## src/rtl/song_reader_pkg.sv

```systemverilog
// Shared definitions for the song reader.
//   - NOTE_W / DUR_W : widths of the note code and duration fields
//   - ROM word layout: {note[NOTE_W-1:0], duration[DUR_W-1:0]}
//   - END_DURATION   : a word with this duration marks the end of a song
//   - state_e        : sequencer state encoding
package song_reader_pkg;

    localparam int unsigned NOTE_W   = 6;
    localparam int unsigned DUR_W    = 6;
    localparam int unsigned WORD_W   = NOTE_W + DUR_W;

    // Field offsets inside a ROM word.
    localparam int unsigned DUR_LSB  = 0;
    localparam int unsigned NOTE_LSB = DUR_W;

    localparam logic [DUR_W-1:0] END_DURATION = '0;

    typedef enum logic [2:0] {
        IDLE      = 3'd0,
        FETCH     = 3'd1,
        WAIT_ROM  = 3'd2,
        LOAD      = 3'd3,
        WAIT_DONE = 3'd4,
        NEXT      = 3'd5
    } state_e;

    function automatic logic [NOTE_W-1:0] word_note(input logic [WORD_W-1:0] w);
        return w[NOTE_LSB +: NOTE_W];
    endfunction

    function automatic logic [DUR_W-1:0] word_dur(input logic [WORD_W-1:0] w);
        return w[DUR_LSB +: DUR_W];
    endfunction

    function automatic logic [WORD_W-1:0] pack_word(input logic [NOTE_W-1:0] n,
                                                    input logic [DUR_W-1:0]  d);
        logic [WORD_W-1:0] w;
        w = '0;
        w[NOTE_LSB +: NOTE_W] = n;
        w[DUR_LSB +: DUR_W]   = d;
        return w;
    endfunction

endpackage

```

## src/rtl/song_rom.sv

```systemverilog
// Song ROM with a registered (1-cycle latency) read port.
//   clk_i  : clock
//   addr_i : {song, idx}
//   data_o : {note, duration} word for the address presented on the previous edge
// Contents:
//   song 0 : (10,4) (12,8) then end marker
//   song 1 : 32 notes, note = 20+idx, duration = idx+1 (no end marker)
//   song 2 : 8 notes, note = 40+idx, duration = 3+2*idx, then end marker
//   song 3 : 4 notes, note = 60-idx, duration = 5, then end marker
module song_rom
    import song_reader_pkg::*;
#(
    parameter int unsigned SONG_BITS = 2,
    parameter int unsigned IDX_BITS  = 5
) (
    input  logic                          clk_i,
    input  logic [SONG_BITS+IDX_BITS-1:0] addr_i,
    output logic [WORD_W-1:0]             data_o
);

    logic [WORD_W-1:0] data_q;

    function automatic logic [WORD_W-1:0] rom_word(input logic [SONG_BITS+IDX_BITS-1:0] addr);
        int unsigned       s;
        int unsigned       i;
        logic [NOTE_W-1:0] n;
        logic [DUR_W-1:0]  d;
        s = 32'(addr[IDX_BITS +: SONG_BITS]);
        i = 32'(addr[IDX_BITS-1:0]);
        n = '0;
        d = '0;
        case (s)
            0: begin
                if (i == 0) begin
                    n = NOTE_W'(10);
                    d = DUR_W'(4);
                end else if (i == 1) begin
                    n = NOTE_W'(12);
                    d = DUR_W'(8);
                end
            end
            1: begin
                n = NOTE_W'(20 + i);
                d = DUR_W'(i + 1);
            end
            2: begin
                if (i < 8) begin
                    n = NOTE_W'(40 + i);
                    d = DUR_W'(3 + 2 * i);
                end
            end
            3: begin
                if (i < 4) begin
                    n = NOTE_W'(60 - i);
                    d = DUR_W'(5);
                end
            end
            default: begin
                n = '0;
                d = '0;
            end
        endcase
        return pack_word(n, d);
    endfunction

    always_ff @(posedge clk_i) begin
        data_q <= rom_word(addr_i);
    end

    assign data_o = data_q;

endmodule

```

## src/rtl/song_reader.sv

```systemverilog
// Song reader: walks the notes of the selected song in the song ROM and hands
// them one at a time to the note player.
//   clk        : clock, all logic on the rising edge
//   reset      : synchronous active-high reset
//   play       : 1 = advance, 0 = pause (all state held, strobe suppressed)
//   song       : selected song; any change restarts at index 0
//   note_done  : pulse from the note player, current note finished
//   note       : note code of the last loaded word
//   duration   : duration of the last loaded word (1/48 s beats)
//   new_note   : one-cycle load strobe for note/duration
//   song_done  : one-cycle pulse when the selected song ends
module song_reader
    import song_reader_pkg::*;
#(
    parameter int unsigned SONG_BITS = 2,
    parameter int unsigned IDX_BITS  = 5
) (
    input  logic                 clk,
    input  logic                 reset,
    input  logic                 play,
    input  logic [SONG_BITS-1:0] song,
    input  logic                 note_done,
    output logic [NOTE_W-1:0]    note,
    output logic [DUR_W-1:0]     duration,
    output logic                 new_note,
    output logic                 song_done
);

    localparam logic [IDX_BITS-1:0] IDX_LAST = '1;

    state_e                state_q, state_d;
    logic [IDX_BITS-1:0]   idx_q, idx_d;
    logic [NOTE_W-1:0]     note_q, note_d;
    logic [DUR_W-1:0]      dur_q, dur_d;
    logic                  song_done_q, song_done_d;
    logic [SONG_BITS-1:0]  song_prev_q;
    logic                  song_changed;

    logic [SONG_BITS+IDX_BITS-1:0] rom_addr;
    logic [WORD_W-1:0]             rom_data;
    logic [NOTE_W-1:0]             rom_note;
    logic [DUR_W-1:0]              rom_dur;

    assign rom_addr = {song, idx_q};
    assign rom_note = word_note(rom_data);
    assign rom_dur  = word_dur(rom_data);

    song_rom #(
        .SONG_BITS (SONG_BITS),
        .IDX_BITS  (IDX_BITS)
    ) u_rom (
        .clk_i  (clk),
        .addr_i (rom_addr),
        .data_o (rom_data)
    );

    assign song_changed = (song != song_prev_q);

    always_comb begin
        state_d     = state_q;
        idx_d       = idx_q;
        note_d      = note_q;
        dur_d       = dur_q;
        song_done_d = 1'b0;
        new_note    = 1'b0;

        // A song change takes precedence over pause and over note_done: the
        // index restarts and the sequencer refetches (it will then sit in
        // FETCH if play is low).
        if (song_changed) begin
            state_d = FETCH;
            idx_d   = '0;
        end else if (play) begin
            case (state_q)
                IDLE: begin
                    state_d = FETCH;
                end
                FETCH: begin
                    state_d = WAIT_ROM;
                end
                WAIT_ROM: begin
                    // End marker: finish the song without loading the word.
                    if (rom_dur == END_DURATION) begin
                        state_d     = IDLE;
                        idx_d       = '0;
                        song_done_d = 1'b1;
                    end else begin
                        note_d  = rom_note;
                        dur_d   = rom_dur;
                        state_d = LOAD;
                    end
                end
                LOAD: begin
                    // Strobe only while play is high, so a pause in LOAD
                    // defers the single strobe until play returns.
                    new_note = 1'b1;
                    state_d  = WAIT_DONE;
                end
                WAIT_DONE: begin
                    if (note_done) begin
                        state_d = NEXT;
                    end
                end
                NEXT: begin
                    if (idx_q == IDX_LAST) begin
                        state_d     = IDLE;
                        idx_d       = '0;
                        song_done_d = 1'b1;
                    end else begin
                        idx_d   = idx_q + IDX_BITS'(1);
                        state_d = FETCH;
                    end
                end
                default: begin
                    state_d = IDLE;
                    idx_d   = '0;
                end
            endcase
        end
    end

    always_ff @(posedge clk) begin
        if (reset) begin
            state_q     <= IDLE;
            idx_q       <= '0;
            note_q      <= '0;
            dur_q       <= '0;
            song_done_q <= 1'b0;
            // Track the current selection so leaving reset is not seen as a change.
            song_prev_q <= song;
        end else begin
            state_q     <= state_d;
            idx_q       <= idx_d;
            note_q      <= note_d;
            dur_q       <= dur_d;
            song_done_q <= song_done_d;
            song_prev_q <= song;
        end
    end

    assign note      = note_q;
    assign duration  = dur_q;
    assign song_done = song_done_q;

endmodule

```

## config.mk

```make
export PLATFORM = sky130hd
export DESIGN_NAME = song_reader
export DESIGN_NICKNAME = d
export VERILOG_FILES = /design/src/rtl/song_reader_pkg.sv /design/src/rtl/song_rom.sv /design/src/rtl/song_reader.sv
export SDC_FILE = /design/constraint.sdc
export NUM_CORES = 1
export LEC_CHECK = 0
export CORE_MARGIN = 5
export CORE_UTILIZATION = 62
export CTS_BUF_LIST = sky130_fd_sc_hd__clkbuf_4 sky130_fd_sc_hd__clkbuf_8
export DETAILED_ROUTE_END_ITERATION = 16
export GPL_TIMING_DRIVEN = 0
export PLACE_DENSITY = 0.89
export SLEW_MARGIN = 20
export SYNTH_ARGS = -nofsm -noshare
export SYNTH_HDL_FRONTEND = slang
export SYNTH_SLANG_ARGS = --single-unit
```

## constraint.sdc

```tcl
create_clock -name clk -period 3.7 [get_ports clk]
set_input_delay 0.74 -clock clk [delete_from_list [all_inputs] [get_ports clk]]
set_output_delay 0.74 -clock clk [all_outputs]
set_load 0.02 [all_outputs]
```

# Word-level counts from Yosys, hierarchy flattened
# Cells that the tools add are included.
op_classes:
  n_div: 0
  eq_ne: 14
  n_mux: 25
  reduce_logical: 12
  addsub: 6
  multipliers: 0
  n_bitwise: 4
  magnitude_cmp: 2
  n_shift: 0
ops:
  columns: ["op", "count"]
  rows:
  - ["$pmux 6 s4", 2]
  - ["$mux 6", 5]
  - ["$pmux 3 s6", 1]
  - ["$pmux 5 s3", 1]
  - ["$mux 5", 2]
  - ["$mux 1", 8]
  - ["$mux 4", 2]
  - ["$add 2x6->6 const A", 1]
  - ["$add 5x1->6 const B", 1]
  - ["$add 5x5->6 const A", 1]
  - ["$add 6x5->6 const A", 1]
  - ["$eq 3x2->1 const B", 2]
  - ["$eq 3x3->1 const B", 2]
  - ["$logic_not 6->1", 1]
  - ["$mux 3", 2]
  - ["$sub 6x5->6 const A", 1]
  - ["$add 5x1->5 const B", 1]
  - ["$eq 5x1->1 const B", 1]
  - ["$eq 5x5->1 const B", 1]
  - ["$logic_not 5->1", 1]
  - ["$lt 5x3->1 const B", 1]
  - ["$lt 5x4->1 const B", 1]
  - ["$eq 2x2->1 const B", 2]
  - ["$ne 2x2->1 const B", 2]
  - ["16 further kinds", 20]
totals:
  ram_bits: 0
  reg_bits: 35
  latchBits: 0
  romBits: 0
  memories: 0
  out_inout_bits: 14

# Depth between registers and ports, before layout
# Gate-level depths: netlist (run 1).
depth:
  word_depth: 5
  ltp_mapped: 7
  mapped_depth_nobuf: 7

# Modules after synthesis
# A second synthesis (run 1) with hierarchy kept.
unflattened:
  cells_unflattened: 211
  area_unflattened_um2: 1996.9
modules_own_cells:
  columns: ["mod", "area_each_um2", "cells_per_inst", "seq_area_each_um2", "n_inst"]
  rows:
  - ["song_reader", 1218.7, 130, 460.4, 1]
  - ["song_rom", 778.2, 81, 240.2, 1]

# Worst setup path after synthesis (run 1)
# No wires, ideal clock.
synth_timing:
  path_type: "in2out"
  start: "in song[0]"
  end: "out new_note"
  t_required_ns: 2.960
  cell_stages: 3
  setup_slack_ns: 1.392
  n_path_buf: 1
  arrival_ns: 1.568
  path_cell_list: "buf_4 > xor2_2 > nor3_1"
synth_via:
  elab_chain_cells: 2
synth_lines:
  columns: ["element", "line_no", "text"]
  rows:
  - ["from (decl)", "song_reader.sv:21", "input logic [SONG_BITS-1:0] song,"]
  - ["$ne 2x2->1", "song_reader.sv:57", "assign song_changed = (song != song_prev_q);"]
  - ["$mux 1", "song_reader.sv:70", "if (song_changed) begin"]
  - ["to (decl)", "song_reader.sv:25", "output logic new_note,"]
# No other way between the ends.

# Worst setup path in the final report (run 1)
layout_timing:
  start: "in play"
  end: "out new_note"
layout_via:
  elab_chain_cells: 2
layout_lines:
  columns: ["element", "line_no", "text"]
  rows:
  - ["from (decl)", "song_reader.sv:20", "input logic play,"]
  - ["$mux 1", "song_reader.sv:73", "end else if (play) begin"]
  - ["$mux 1", "song_reader.sv:70", null]
# No other way between the ends.

==> flow_summary.toml, run 1 <==
[status]
outcome = "finished clean"

[die]
die_h_um = 64.8
dieArea_um2 = 4200
core_region_area_um2 = 2830
die_w_um = 64.8
rows = 19
initial_core_util_pct = 65.9
io_pins = 20

[placement]
gp_congestion = 1.01
portBuffers = 18
place_inst = 256
post-dp-hpwl_um = 3020

[logic_synthesis]
netlist_area_um2 = 1860
yosysWarnings = 0
synth_edf_count = 0
synth.distinct_cells = 44
seq_area_frac_synth_pct = 37.6
avgSynthCellArea_um2 = 9.00
postSynthCellCount = 207
synth-main-ff-cell = "dfxtp_1"
syn-num-nets = 223
ys_ff_latch = 35
async_reset_ff_share_pct = 0

[worst_setup_path]
critical_path_required_ns = 2.96
crit_path_max_fanout = 6
end_kind = "output pin"
crit_path_start_kind = "input pin"
critical_path_class = "input pin to output pin"
arrival_ns = 2.56

[sta]
rsz0062_at_grt = "no"
timing.final.crit_share_pct = 89.3
setup_viol = 0
slew-limit-headroom_pct = 54.6
tns_ns = 0
drv_slew = 0
period_needed_ns = 3.30
finClkSkew_ns = 0.00835
hold_viol = 0
worst_slew_pin_slew_ns = 0.675
max_freq_mhz = 303

[clocking]
clock_sinks = 35
ctsHoldBuffers = 0
clk_pin_slew_ns = 0.11
cts_resized = 0
htree_levels = 2
numCtsBuffers = 5
cts_setup_buffers = 0
insertion_delay_ns = 0.35
cts_tree = "built"
cts_max_path_buffers = 2
cts_root_buffer = "clkbuf_4"

[power]
p_per_area_nw_per_um2 = 346
p_switching_w = 0.000179
clockPowerShare_pct = 38.8
leakage_nw = 0.793
p_comb_share_pct = 8.8
power_frac_seq_pct = 52.4
ir_drop_mv = 0.391
swShare_pct = 23.8
cellInternalPower_w = 0.000572

[global_route]
grt-ovfl-total = 0
grt_max_degree = 12
grt_antenna_before_repair = 0
groute.usage.overall_pct = 20.9
grt_pass1_wl_um = 6880
grt_pass1_vias = 1488

[detailed_routing]
routed_wl_um = 4050
drc = 0
drt_iter0_drc = 90
vias = 1579
wl_met2_um = 1930
antenna_left = 0
post_drt_via_cell_ratio = 5.98
drt_pass1_iterations = 4
highest_layer = "met4"
wl_met1_um = 1820
post_drt_wl_per_cell_um = 15.3
wl_met3_um = 226

[final_layout]
final_common_cell = "dfxtp_1"
layout-drive-gt1-share_pct = 8.15
nets = 248
final_cells = 264
fin_util_pct = 76.6
n_antenna_cell = 0
layout_common_cells = "35 x dfxtp_1, 26 x nand2b_1, 18 x clkdlybuf4s50_1"
syn2layout_area_growth_pct = 16.4

[run]
maxCapViolations = 0

[min_path]
hold_path.class = "flop to flop"
==> synth_stat cells (2+ instances only) <==
library cell,n,area (um^2)
xnor2_1,2,17.5
nand2_1,11,41.3
nor3_1,3,15.0
and3_1,2,12.5
a21oi_1,15,75.1
nor4_4,2,42.5
nand2b_1,26,163
nand4b_1,3,26.3
nor2b_1,2,12.5
and2_1,3,18.8
xor2_2,2,32.5
nand3_1,5,25.0
nand4_1,2,12.5
buf_2,2,10.0
o21ai_0,13,65.1
mux2i_1,10,100
a221oi_1,2,17.5
or3_1,2,12.5
nor2_1,10,37.5
dfxtp_1,35,701
ha_1,10,125
a22o_1,2,17.5
o21ai_1,2,10.0
inv_1,8,30.0
clkbuf_1,7,26.3
a21boi_0,2,15.0
o22ai_1,4,25.0
o31ai_1,2,15.0
o21a_1,3,22.5
==> path summary, 6_finish.rpt <==
check | startpoint | endpoint | slack (ns) | cells past startpoint
min | duration[5] | duration[5] | 0.47 | 2
max reg2reg | idx_q[3] | idx_q[2] | 1.67 | 7
max | play | new_note | 0.40 | 6
min reg2reg | duration[5] | duration[5] | 0.47 | 2
==> stage by stage <==
| step | instance area, um^2 | worst slack [ns] | hold slack [ns] | total power [W] |
|---|---|---|---|---|
| final | 2170 | 0.397 | 0.472 | 0.000751 |
| after global routing | 2170 | 0.303 | 0.505 | 0.000783 |
| after CTS | 2170 | 0.426 | 0.478 | 0.000752 |
| after detailed placement | 2080 | 0.409 | 0.461 | 0.000467 |
| after global placement | 2080 | 0.462 | 0.448 | 0.000463 |
| after floorplan | 1860 | 1.39 | 0.438 | 0.000447 |
==> state kept, by name (all words and copies together) (netlist names) <==
signal,count
song_prev_q,2
duration,6
song_done,1
state_q,3
idx_q,5
u_rom.data_o,12
note,6
==> power by group through the flow <==
stage	registers, W	logic, W	clock network [W]
global placement	0.000401	0.0000615	0
global route	0.000395	0.0000728	0.000315
CTS	0.000393	0.0000649	0.000293
floorplan	0.000400	0.0000466	0
finish	0.000393	0.0000662	0.000291
detailed placement	0.000402	0.0000650	0
==> cells by family (layout without fill, tap and decap cells) <==
logic type                 after synthesis  after routing  synth area share [%]
adders and majority gates               10             10                  6.72
and+or+nand+nor                         75             75                  24.6
buffers and inverters                   21             47                  5.84
xor gates and xnor gates                 5              5                  3.16
DFF                                     35             35                  37.6
AOI/OAI and AO/OA                       51             51                  16.7
muxes                                   10             10                  5.37
==> layout make-up <==
| cell class | count | area [um^2] |
|---|---|---|
| Sequential cell | 35 | 701 |
| Timing Repair Buffer | 18 | 180 |
| Clock inverter | 2 | 35.0 |
| Tap cell | 31 | 38.8 |
| Multi-Input combinational cell | 151 | 1050 |
| Buffer | 12 | 75.1 |
| Clock buffer | 6 | 51.3 |
| Fill cell | 204 | 661 |
| Inverter | 9 | 33.8 |
==> worst max-delay path, stage by stage <==
cell and delay, ns:
clkdlybuf4s50_1 0.59, inv_1 0.17, nor2_1 0.16, nand3_1 0.11, nor3_1 0.16, clkdlybuf4s50_1 0.63
==> metal layers <==
| layer | global-route usage, % | vias to the layer above |
|---|---|---|
| li1 | - | 780 |
| met1 | 25.9 | 734 |
| met2 | 35.0 | 55 |
| met3 | 5.18 | 10 |
| met4 | 8.18 | 0 |
| met5 | 0 | - |
Power figures use the tool's default switching activity.
==> run 2: changes to the inputs <==
- CORE_UTILIZATION: 62 -> 60
- CTS_BUF_LIST: sky130_fd_sc_hd__clkbuf_4 sky130_fd_sc_hd__clkbuf_8 -> unset
- PLACE_DENSITY: 0.89 -> 0.87
==> run 2 against run 1 <==
  * Non-clock buffer count is the same
  * Critical endpoint unchanged
  * Clock power is essentially flat
  * Die area grew 2.8%
  * Largest cell class unchanged
  * Cell count grew 4.9%
==> flow_summary.toml, run 2 (same netlist as run 1, synthesis figures left out) <==
[status]
outcome = "finished clean"

[detailed_routing]
drt_iter0_drc = 154
antenna_left = 0
post_drt_wl_per_cell_um = 14.0
drt_pass1_iterations = 4
routed_wl_um = 3880
vias = 1512
post_drt_via_cell_ratio = 5.46
drc = 0

[placement]
gp_congestion = 0.852
place_ws_ns = 0.411
post-dp-hpwl_um = 2850
portBuffers = 18

[worst_setup_path]
crit_path_max_fanout = 6
path_buf_inv = 3
rr_worst_depth = 7
max_stage_delay_ns = 0.64
crit_path_start = "play"
crit_path_start_kind = "input pin"
arrival_ns = 2.53
critical_path_class = "input pin to output pin"
reg2reg_from = "idx_q[3]"
critPathSlowestCell = "clkdlybuf4s50_1"
r2r-end = "idx_q[1]"
crit_chain = "clkdlybuf4s50_1, inv_1, nor2_1, nand3_1, nor3_1, clkdlybuf4s50_1"
crit_top_cell = "clkdlybuf4s50_1"
endpoint = "new_note"
path_delay_family = "buffers and inverters"
end_kind = "output pin"
critical_path_depth = 6
worst-r2r-setup-slack_ns = 1.70
critical_path_required_ns = 2.96

[final_layout]
final_common_cell = "dfxtp_1"
syn2layout_area_growth_pct = 17.3
n_antenna_cell = 0
nets = 248
layout-drive-gt1-share_pct = 8.15
layout_common_cells = "35 x dfxtp_1, 26 x nand2b_1, 18 x clkdlybuf4s50_1"
largest_reg_flops = 12
nFillCells = 235

[clocking]
cts_tree = "built"
clk_pin_slew_ns = 0.10
cts_root_buffer = "clkbuf_4"
clock_sinks = 35
cts_setup_buffers = 0
cts_max_path_buffers = 2
numCtsBuffers = 5
ctsHoldBuffers = 0
cts_resized = 0
insertion_delay_ns = 0.36
htree_levels = 2

[global_route]
grt_pass1_wl_um = 6560
groute.usage.overall_pct = 19.9
grt_antenna_before_repair = 0
grt_pass1_vias = 1434
grt_max_degree = 12
grt-ovfl-total = 0

[die]
die_h_um = 65.7
dieArea_um2 = 4320
die_w_um = 65.7
io_pins = 20
initial_core_util_pct = 61.5
core_region_area_um2 = 3030
rows = 20

[sta]
max_freq_mhz = 306
worst_slack_ns = 0.432
timing.final.crit_share_pct = 88.3
setup_viol = 0
tns_ns = 0
worst_slew_pin_slew_ns = 0.573
hold_viol = 0
period_needed_ns = 3.27
slew-limit-headroom_pct = 61.4
finClkSkew_ns = 0.0241
drv_slew = 0
rsz0062_at_grt = "no"

[run]
maxCapViolations = 0

[power]
ir_drop_mv = 0.284
p_per_area_nw_per_um2 = 343
leakage_nw = 0.793

[min_path]
hold_path.class = "flop to flop"
-- run 2: cell counts in the layout (fill, tap and decap cells not counted) --
No cell type changed its count.
-- run 2: layout make-up --
cell class | instances | area, um^2 | share of cell area (%)
Tap cell | 44 | 55.1 | 2.52
Inverter | 9 | 33.8 | 1.55
Clock buffer | 6 | 51.3 | 2.35
Buffer | 12 | 75.1 | 3.44
Multi-Input combinational cell | 151 | 1050 | 48.2
Sequential cell | 35 | 701 | 32.1
Timing Repair Buffer | 18 | 180 | 8.25
Clock inverter | 2 | 35.0 | 1.60
-- run 2: tightest hold or removal path, stage by stage (launching register included) --
cell and delay (ns):
dfxtp_1 0.31, nand2b_1 0.06, mux2i_1 0.06
-- run 2: metrics by stage --
step	cell area, um^2	hold slack, ns	power, W	utilization [%]	std cells
final	2180	0.465	0.000749	72.1	277
after global routing	2180	0.482	0.000776	72.1	277
after CTS	2180	0.468	0.000747	72.1	277
after detailed placement	2100	0.453	0.000466	69.3	269
after global placement	2100	0.446	0.000465	69.3	269
after floorplan	1860	0.438	0.000447	-	207
-- run 2: worst min-delay path by stage --
stage / from / to / slack (ns) / cells after the start
2_1_floorplan: u_rom.data_o[6] / note[0] / 0.44 / 2
6_report: u_rom.data_o[10] / note[4] / 0.46 / 2
3_5_place_dp: duration[5] / duration[5] / 0.45 / 2
5_1_grt: u_rom.data_o[7] / note[1] / 0.48 / 2
3_3_place_gp: u_rom.data_o[11] / note[5] / 0.45 / 2
4_1_cts: u_rom.data_o[10] / note[4] / 0.47 / 2
-- run 2: per-layer routing --
layer | GRT usage (%) | vias to the layer above | wire length, um
met5 | 0 | - | 0
met4 | 7.25 | 0 | 49
met3 | 4.79 | 5 | 230
met2 | 31.9 | 55 | 1830
met1 | 25.7 | 681 | 1770
li1 | - | 771 | -
-- run 2: power breakdown --
part	leakage [nW]	switching [W]	internal, W
logic	0.459	0.0000382	0.0000271
clock network	0.0482	0.000131	0.000160
registers	0.286	0.00000771	0.000386
==> run 3: changes to the inputs <==
- CORE_UTILIZATION: 60 -> 56
- PLACE_DENSITY: 0.87 -> 0.82
- clock period: 3.7 -> 3.1 ns (I/O delays scaled with it)
==> run 3 against run 2 <==
  * Flip-flop and latch count stayed put
  * Count of clock-buffer cells in the layout shrank 1
  * Core utilization fell by 4.9 points
  * Cell count increased by 0.72%
  * First-iteration DRC count shrank 43%
  * Sequential share of layout area decreased by 0.35 points
  * Global-route usage down 1.0 points
  * Sequential power is 20% higher
  * Critical path type unchanged
==> flow_summary.toml, run 3 (same netlist as run 1, synthesis figures left out) <==
[clocking]
ctsHoldBuffers = 0
insertion_delay_ns = 0.34
clock_sinks = 35
cts_tree = "built"
cts_setup_buffers = 0
cts_max_path_buffers = 2
clk_pin_slew_ns = 0.12
numCtsBuffers = 5
cts_root_buffer = "clkbuf_4"
htree_levels = 2

[final_layout]
nets = 248
nFillCells = 270
layout_common_cells = "35 x dfxtp_1, 26 x nand2b_1, 17 x clkdlybuf4s50_1"
final_common_cell = "dfxtp_1"
layout-drive-gt1-share_pct = 8.15
largest_reg_flops = 12
multi_input_area_um2 = 1050
seqCellArea_um2 = 701
syn2layout_area_growth_pct = 18.5
n_antenna_cell = 0

[detailed_routing]
drt_pass1_iterations = 4
routed_wl_um = 3790
drc = 0
drt_iter0_drc = 88
post_drt_via_cell_ratio = 5.61
post_drt_wl_per_cell_um = 13.6
vias = 1564
antenna_left = 0

[sta]
finClkSkew_ns = 0.00546
hold_ws_ns = 0.470
rsz0062_at_grt = "no"
drv_slew = 0
worst_slew_pin_slew_ns = 0.598
hold_viol = 0
tns_ns = 0
slew-limit-headroom_pct = 59.7
period_needed_ns = 2.63
timing.final.crit_share_pct = 84.9
max_freq_mhz = 380
setup_viol = 0

[die]
io_pins = 20
die_w_um = 67.7
core_region_area_um2 = 3280
die_h_um = 67.7
rows = 21
dieArea_um2 = 4580
initial_core_util_pct = 56.7

[worst_setup_path]
max_stage_delay_ns = 0.56
critical_path_required_ns = 2.48
critPathSlowestCell = "clkdlybuf4s50_1"
crit_path_max_fanout = 6
arrival_ns = 2.01
crit_chain = "clkdlybuf4s50_1, inv_1, nor2_1, nand3_1, nor3_1, dlymetal6s2s_1"
end_kind = "output pin"
crit_path_start_kind = "input pin"
critical_path_class = "input pin to output pin"

[status]
outcome = "finished clean"

[power]
leakage_nw = 0.815
p_total_w = 0.000961
ir_drop_mv = 0.276
p_per_area_nw_per_um2 = 435

[run]
maxCapViolations = 0

[placement]
post-dp-hpwl_um = 2770
gp_congestion = 0.953
portBuffers = 18

[global_route]
grt_pass1_vias = 1447
grt_pass1_wl_um = 6560
grt-ovfl-total = 0
groute.usage.overall_pct = 18.8
grt_max_degree = 13
grt_antenna_before_repair = 0

[min_path]
hold_path.class = "flop to flop"
run 3: changes by cell type in the layout (fill, tap and decap cells not counted):
cell,previous run,this run
bufinv_16,1,2
clkbuf_8,1,0
clkdlybuf4s50_1,18,17
clkinv_2,1,0
clkinvlp_4,0,1
dlymetal6s2s_1,0,1
run 3: what timing repair did:
action                     in CTS  in global routing
setup endpoints to repair       0                  1
hold endpoints to repair        0                  0
gates resized for setup         0                  1
run 3: routing by layer:
layer	track usage, %	part of all wire [%]
met5	0	0
met4	6.33	1.2
met1	23.6	43
met2	30.7	48
met3	5.49	7.9
run 3: metrics by stage:
stage | worst slack (ns) | utilization, % | area (um^2) | instances
3_5_place_dp | 0.0735 | 64.0 | 2100 | 271
4_1_cts | 0.0721 | 67.2 | 2210 | 279
5_1_grt | 0.254 | 67.2 | 2210 | 279
3_3_place_gp | 0.0723 | 64.0 | 2100 | 271
2_1_floorplan | 1.03 | - | 1860 | 207
6_report | 0.469 | 67.2 | 2210 | 279
run 3: power breakdown:
part / total (W) / switching (W) / internal (W) / leakage, nW
registers: 0.000470 / 0.00000960 / 0.000460 / 0.286
clock network: 0.000413 / 0.000163 / 0.000251 / 0.0514
logic: 0.0000775 / 0.0000452 / 0.0000323 / 0.478
run 3: area by class of cell:
cell class | count | area share [%]
clock buffer | 5 | 1.70
multi-input combinational | 151 | 47.7
timing repair buffer | 18 | 8.27
clock inverter | 3 | 3.06
buffer | 12 | 3.40
tap | 46 | 2.61
inverter | 9 | 1.53
sequential | 35 | 31.7
run 3: worst paths after layout:
| check | from | end | slack [ns] | depth (start not counted) |
|---|---|---|---|---|
| max | play | new_note | 0.47 | 6 |
| min | u_rom.data_o[9] | note[3] | 0.47 | 2 |
| max reg2reg | idx_q[3] | idx_q[1] | 1.16 | 7 |
| min reg2reg | u_rom.data_o[9] | note[3] | 0.47 | 2 |
run 3: critical path: cells and delay by family:
kind / cells / cell delay (ns)
buffers and inverters: 3 / 0.97
AND/OR/NAND/NOR: 3 / 0.41
